## src/rtl/hazard_ctrl.sv

```systemverilog
// hazard_ctrl: stall/flush/forwarding control for the 5-stage RV32I pipeline,
// with a data-memory wait FSM, a sticky wait-timeout flag and saturating
// stall/flush statistics counters.
module hazard_ctrl #(
    parameter int unsigned WIDTH    = 32,
    parameter int unsigned MAX_WAIT = 15,
    parameter int unsigned CNT_W    = 16
) (
    input  logic             clk,
    input  logic             rst_n,
    input  logic [4:0]       rs1D,
    input  logic [4:0]       rs2D,
    input  logic [4:0]       rs1E,
    input  logic [4:0]       rs2E,
    input  logic [4:0]       rdE,
    input  logic             regwriteE,
    input  logic [1:0]       resultsrcE,
    input  logic [1:0]       pcsrcE,
    input  logic             mem_req,
    input  logic             mem_ready,
    output logic             stallF,
    output logic             stallD,
    output logic             stallE,
    output logic             stallM,
    output logic             flushD,
    output logic             flushE,
    output logic [1:0]       forwardAE,
    output logic [1:0]       forwardBE,
    output logic             mem_busy,
    output logic             mem_timeout,
    output logic [CNT_W-1:0] stall_cnt,
    output logic [CNT_W-1:0] flush_cnt
);

    localparam int unsigned WAIT_W   = 8;
    localparam logic [1:0]  RES_LOAD = 2'b01;
    localparam logic [1:0]  FWD_RF   = 2'b00;
    localparam logic [1:0]  FWD_MEM  = 2'b10;
    localparam logic [1:0]  FWD_WB   = 2'b01;

    // Reject parameter values the timeout comparator cannot represent.
    if (WIDTH < 1 || MAX_WAIT < 1 || MAX_WAIT > 255 || CNT_W < 1) begin : g_param_check
        $error("hazard_ctrl: illegal parameter value");
    end

    typedef enum logic [0:0] {
        RUN  = 1'b0,
        WAIT = 1'b1
    } mem_state_e;

    // Shadow copies of the Memory and Writeback destination fields.
    logic [4:0]        rdM_q;
    logic              regwriteM_q;
    logic [4:0]        rdW_q;
    logic              regwriteW_q;

    mem_state_e        state_q;
    logic [WAIT_W-1:0] wait_cnt_q;
    logic              mem_busy_q;
    logic              mem_timeout_q;

    logic [CNT_W-1:0]  stall_cnt_q;
    logic [CNT_W-1:0]  stall_cnt_d;
    logic [CNT_W-1:0]  flush_cnt_q;
    logic [CNT_W-1:0]  flush_cnt_d;

    logic              mem_stall;
    logic              lduse;
    logic              redirect;

    // Raw hazard conditions from the current Decode/Execute/Memory inputs.
    always_comb begin
        mem_stall = mem_req && !mem_ready;
        redirect  = (pcsrcE != 2'b00);
        lduse     = (resultsrcE == RES_LOAD) && (rdE != 5'd0) &&
                    ((rdE == rs1D) || (rdE == rs2D));
    end

    // Prioritised stall/flush controls: memory wait, then redirect, then load-use.
    always_comb begin
        stallF = 1'b0;
        stallD = 1'b0;
        stallE = 1'b0;
        stallM = 1'b0;
        flushD = 1'b0;
        flushE = 1'b0;
        if (mem_stall) begin
            stallF = 1'b1;
            stallD = 1'b1;
            stallE = 1'b1;
            stallM = 1'b1;
        end else if (redirect) begin
            // The load-use dependent is squashed, so no bubble is needed.
            flushD = 1'b1;
            flushE = 1'b1;
        end else if (lduse) begin
            stallF = 1'b1;
            stallD = 1'b1;
            flushE = 1'b1;
        end
    end

    // ALU operand bypass; the younger Memory-stage result wins over Writeback.
    always_comb begin
        forwardAE = FWD_RF;
        forwardBE = FWD_RF;
        if (regwriteM_q && (rdM_q != 5'd0) && (rdM_q == rs1E)) begin
            forwardAE = FWD_MEM;
        end else if (regwriteW_q && (rdW_q != 5'd0) && (rdW_q == rs1E)) begin
            forwardAE = FWD_WB;
        end
        if (regwriteM_q && (rdM_q != 5'd0) && (rdM_q == rs2E)) begin
            forwardBE = FWD_MEM;
        end else if (regwriteW_q && (rdW_q != 5'd0) && (rdW_q == rs2E)) begin
            forwardBE = FWD_WB;
        end
    end

    // Advance the destination shadow pipeline unless memory is stalling it.
    always_ff @(posedge clk) begin
        if (!rst_n) begin
            rdM_q       <= 5'd0;
            regwriteM_q <= 1'b0;
            rdW_q       <= 5'd0;
            regwriteW_q <= 1'b0;
        end else if (!mem_stall) begin
            rdM_q       <= rdE;
            regwriteM_q <= regwriteE;
            rdW_q       <= rdM_q;
            regwriteW_q <= regwriteM_q;
        end
    end

    // Memory wait FSM with saturating wait counter and sticky timeout flag.
    always_ff @(posedge clk) begin
        if (!rst_n) begin
            state_q       <= RUN;
            wait_cnt_q    <= '0;
            mem_busy_q    <= 1'b0;
            mem_timeout_q <= 1'b0;
        end else begin
            if ((state_q == WAIT) && (wait_cnt_q == WAIT_W'(MAX_WAIT))) begin
                mem_timeout_q <= 1'b1;
            end
            case (state_q)
                RUN: begin
                    if (mem_stall) begin
                        state_q    <= WAIT;
                        wait_cnt_q <= WAIT_W'(1);
                        mem_busy_q <= 1'b1;
                    end
                end
                WAIT: begin
                    if (mem_stall) begin
                        if (wait_cnt_q != {WAIT_W{1'b1}}) begin
                            wait_cnt_q <= wait_cnt_q + WAIT_W'(1);
                        end
                    end else begin
                        state_q    <= RUN;
                        wait_cnt_q <= '0;
                        mem_busy_q <= 1'b0;
                    end
                end
                default: begin
                    state_q    <= RUN;
                    wait_cnt_q <= '0;
                    mem_busy_q <= 1'b0;
                end
            endcase
        end
    end

    // Next values of the saturating statistics counters.
    always_comb begin
        stall_cnt_d = stall_cnt_q;
        flush_cnt_d = flush_cnt_q;
        if (stallF && (stall_cnt_q != {CNT_W{1'b1}})) begin
            stall_cnt_d = stall_cnt_q + CNT_W'(1);
        end
        if (flushE && (flush_cnt_q != {CNT_W{1'b1}})) begin
            flush_cnt_d = flush_cnt_q + CNT_W'(1);
        end
    end

    // Statistics counter registers.
    always_ff @(posedge clk) begin
        if (!rst_n) begin
            stall_cnt_q <= '0;
            flush_cnt_q <= '0;
        end else begin
            stall_cnt_q <= stall_cnt_d;
            flush_cnt_q <= flush_cnt_d;
        end
    end

    assign mem_busy    = mem_busy_q;
    assign mem_timeout = mem_timeout_q;
    assign stall_cnt   = stall_cnt_q;
    assign flush_cnt   = flush_cnt_q;

endmodule

```

## config.mk

```make
export PLATFORM = sky130hd
export DESIGN_NAME = hazard_ctrl
export DESIGN_NICKNAME = d
export VERILOG_FILES = /design/src/rtl/hazard_ctrl.sv
export SDC_FILE = /design/constraint.sdc
export NUM_CORES = 1
export LEC_CHECK = 0
export ABC_AREA = 1
export ABC_CLOCK_PERIOD_IN_PS = 2400
export CORE_MARGIN = 4
export CORE_UTILIZATION = 25
export DETAILED_ROUTE_END_ITERATION = 12
export GPL_TIMING_DRIVEN = 1
export RECOVER_POWER = 50
export SYNTH_ARGS = -nofsm -noshare
export SYNTH_HDL_FRONTEND = slang
export SYNTH_SLANG_ARGS = --single-unit
```

## constraint.sdc

```tcl
create_clock -name clk -period 2.4 [get_ports clk]
set_input_delay 0.48 -clock clk [delete_from_list [all_inputs] [get_ports clk]]
set_output_delay 0.48 -clock clk [all_outputs]
set_load 0.005 [all_outputs]
```

; After elaboration in Yosys (flattened, before gate mapping)
; Cells that the tools add are included.
[totals]
ff_bits = 55
word_cells = 67
inputBits = 34
[op_classes]
addsub = 3
n_eq_ne = 14
bitwise_logic = 1
n_mux = 19
reduce_logical = 20
[ops]
columns = operator, n
row1 = $add 16x1->16 const B, 2
row2 = $ne 16x16->1 const B, 2
row3 = $eq 5x5->1, 6
row4 = $mux 8, 3
row5 = $pmux 8 s2, 1
row6 = $reduce_bool 5->1, 3
row7 = $logic_and 1x1->1, 12
row8 = $mux 1, 12
row9 = $add 8x1->8 const B, 1
row10 = $eq 8x4->1 const B, 1
row11 = $ne 8x8->1 const B, 1
row12 = $mux 2, 2
row13 = $ne 2x2->1 const B, 2
row14 = $reduce_and 2->1, 2
row15 = $ne 3x2->1 const B, 1
row16 = $eq 2x1->1 const B, 1
row17 = $pmux 1 s2, 1
row18 = $reduce_bool 2->1, 1
row19 = $logic_not 1->1, 1
row20 = $logic_or 1x1->1, 1
row21 = $not 1->1, 1

; Longest topological paths before layout
[depth]
depth_word = 7
ltp_mapped = 12

; Worst setup path before layout
; No wires, ideal clock.
[synth_timing]
kind = input-to-reg
from = input mem_req
to = register wait_cnt_q[7]
slack_ps = 427
stages = 12
arrival_time_ps = 1858
cell_sequence = inv_1 -> nor2_1 -> inv_1 -> clkbuf_1 -> clkbuf_1 -> ha_1 -> inv_1 -> nand2_2 -> inv_2 -> nand2_1 -> xor2_1 -> nor2_1
[synth_between]
elab_chain_len = 3
word_cells_on_any_way = 6
classes_between = 2 x eq/ne / 2 x mux / 2 x reduce/logical
[synth_lines]
columns = item, line
row1 = start: declaration, 19  ; input logic mem_req,
row2 = $logic_and 1x1->1 *, 73  ; mem_stall = mem_req && !mem_ready;
row3 = $mux 8 (tied with other cells), 154  ; if (mem_stall) begin
row4 = $pmux 8 s2 / $reduce_and 2->1 (equally long branches), -
row5 = end signal: assignment, 156  ; wait_cnt_q <= wait_cnt_q + WAIT_W'(1);
row6 = end: declaration, 58  ; logic [WAIT_W-1:0] wait_cnt_q;
; Mark *: on every way between the ends. The rest lies on a longest branch, timed or not.
; A chain may end at the register's enable or synchronous reset.

; Final worst setup path
[layout_timing]
from = register rdM_q[2]
to = output forwardBE[1]
[layout_between]
elab_chain_len = 4
word_cells_on_any_way = 5
classes_between = 1 x eq/ne / 1 x mux / 3 x reduce/logical
[layout_lines]
columns = item, line
row1 = start: declaration, 52  ; logic [4:0] rdM_q;
row2 = start signal: assignment, 127  ; rdM_q <= rdE;
row3 = $reduce_bool 5->1, 112  ; if (regwriteM_q && (rdM_q != 5'd0) && (rdM_q == rs2E)) begin
row4 = $logic_and 1x1->1, 112
row5 = $logic_and 1x1->1 *, 112
row6 = $mux 2 *, 112
row7 = end: declaration, 28  ; output logic [1:0] forwardBE,
; Marks and branches as above.

==> impl_metrics.ini <==
[outcome]
status = completed

[floorplanning]
io_pins = 78
chipHeight_um = 121
coreArea_um2 = 12600
dieArea_um2 = 14800
die_x_um = 121
row_count = 41
initial_core_util_pct = 25.5

[worst_setup_path]
r2r_slack_ps = 590
critPathMaxStageDelay_ps = 490
crit_path_cell_trace = buf_4 -> xnor2_1 -> nand4_1 -> nor3_2 -> buf_4 -> clkdlybuf4s50_1
crit_buf_inv = 3
critPathLaunch = rdM_q[2]
cp_slowest_cell = clkdlybuf4s50_1
r2r_cells = 11
r2r_end = wait_cnt_q[1]
crit-reg2reg-launch = wait_cnt_q[0]
crit_top_cell = buf_4
arrival_ps = 1820
cpLargestDelayFamily = buffers and inverters
path_max_fanout = 4
crit_type = register to output port
end_kind = output port
critPathRequiredTime_ps = 1920
worstSetupStartpointType = register

[timing]
setup_ws_ps = 98.3
min_period_over_period_pct = 95.9
fmax_mhz = 434
finalSetupTns_ps = 0
period_needed_ps = 2300
drv_slew = 0
hold_ws_ps = 496
final-hold-violation-count = 0
finalClockSkew_ps = 5.62
rsz0062_at_grt = false
setup_violations = 0
slew-limit-headroom_pct = 15.9
worst_pin_slew_ps = 1260

[clock_network]
clkLatencyLatePin_ps = 290
cts_tree = built
cts_max_level = 2
cts_root_buf = clkbuf_16
path_clk_slew_ps = 70
cts.path.max_buffers = 2
cts_made_buffers = 5
cts_sinks = 55
cts_hold_buf = 0

[place]
place_ws_ps = -416
routabilityCongestion = 0.869
port_buffers = 77
dpl.hpwl_um = 6630

[global_route]
grt_use_total_pct = 11.7
grt_max_degree = 33
grt_overflow = 0
grt_pass1_wl_um = 14400
antenna_found_initial = 0
grt_pass1_vias = 3123

[yosys]
netlist_instances = 487
syn_area_um2 = 3220
synthDistinctLibCells = 29
syn_nets = 526
synth_ff_type = dfxtp_1
synthArstFlopShare_pct = 0
ys_seq_area_share_pct = 34.2
synth_seq_cells = 55
postSynthAreaPerCell_um2 = 6.61
ys_warn_count = 0
synth_edf_count = 0

[layout]
layout-drive-gt1-share_pct = 11.7
fill_cells = 1391
syn_to_final_growth_pct = 39.0
utilization_pct = 35.5
antenna_cells = 0
regArea_um2 = 1100
nets = 619
multi_input_area_um2 = 1890

[detailed_routing]
via_per_inst = 4.43
drt_iter0_markers = 136
finalWirelength_um = 8650
ant_nets = 0
dr.pass1.iters = 4
vias = 3337
post_drt_wl_per_cell_um = 11.5
drcViolationCount = 0

[power_and_ir_drop]
power_density_nw_per_um2 = 461
leakage_uw = 0.00202
ir_drop_mv = 0.220

[job]
drv_cap = 0

[min_path]
min_path_cells = 2
min_delay_worst_endpoint = mem_timeout
worstHoldStart = mem_timeout
hold_path.class = register to register
==> tightest hold or removal path, cell delays in order, from the launching register on <==
cell,delay (ps)
dfxtp_1,340
a21oi_1,40
nor2_1,80
==> cells by family after synthesis <==
group / Yosys count / share of synthesized area, %
AND/OR/NAND/NOR: 278 / 38.4
buffers and inverters: 66 / 9.09
AO/OA/AOI/OAI: 56 / 9.06
flip-flops: 55 / 34.2
XOR/XNOR: 27 / 7.35
adder cells (fa/ha/maj): 5 / 1.94
==> where the power goes <==
part           switching (uW)  leakage (uW)  internal (uW)
clock                     326     0.0000741            418
combinational             168       0.00150            172
sequential               37.5      0.000449            942
total                     532       0.00202           1530
==> cell usage after synthesis (all sizes together) (9+ instances only) <==
master  number  area share, %
nor3        12            1.9
buf         11            2.7
inv         48            5.6
a21oi       37            5.9
xor2        10            2.7
nand3       50            8.6
nand2      102             12
nor2        96             12
o21ai       17            2.6
nand4        9            1.7
xnor2       17            4.6
dfxtp       55             34
==> stage by stage <==
stage | power [uW] | std cells | cell area, um^2
floorplan | 1170 | 487 | 3220
global placement | 1340 | 745 | 4290
detailed placement | 1340 | 745 | 4290
CTS | 2110 | 753 | 4460
global route | 2180 | 753 | 4480
finish | 2060 | 753 | 4480
==> worst max-delay path by stage <==
stage                    end  slack [ps]  cells past startpoint
2_1_floorplan  wait_cnt_q[7]         430                     12
3_3_place_gp          flushE        -340                     10
3_5_place_dp          flushE        -420                     10
4_1_cts               flushE        -230                     10
5_1_grt               stallD           3                     11
6_report        forwardBE[1]         100                      6
==> placed cells by master, fill, tap and decap left out, types with 23 or more instances in the layout <==
| cell type | Yosys | routed |
|---|---|---|
| nand2_1 | 97 | 95 |
| a21oi_1 | 36 | 36 |
| inv_1 | 39 | 39 |
| clkdlybuf4s50_1 | 0 | 23 |
| dfxtp_1 | 55 | 53 |
| nor2_1 | 92 | 91 |
| dlygate4sd3_1 | 0 | 34 |
| buf_4 | 5 | 23 |
| nand3_1 | 46 | 46 |
==> layer usage <==
layer	track usage, %	vias to the layer above	wire [um]
li1	-	1750	-
met1	15.1	1517	4030
met5	0	-	0
met2	20.1	66	4200
met3	2.52	4	365
met4	2.38	0	55
==> layout make-up <==
type / instances / share of cell area [%]
Inverter: 50 / 4.19
Clock buffer: 7 / 3.19
Clock inverter: 1 / 0.196
Tap cell: 172 / 4.81
Multi-Input combinational cell: 366 / 42.2
Timing Repair Buffer: 102 / 20.8
Sequential cell: 55 / 24.7
==> sequential cells by signal, indices dropped and copies added, names as in the netlist <==
name         cells
mem_busy         1
regwriteM_q      1
rdW_q            5
mem_timeout      1
flush_cnt       16
state_q          1
regwriteW_q      1
stall_cnt       16
wait_cnt_q       8
rdM_q            5
==> repair_timing <==
item	CTS	global route
pin swaps	4	3
setup buffers	1	0
resized for setup	27	11
hold endpoints to repair	0	0
endpoints found under the setup margin	7	7
Note: power is estimated with default switching activity, not from simulation.
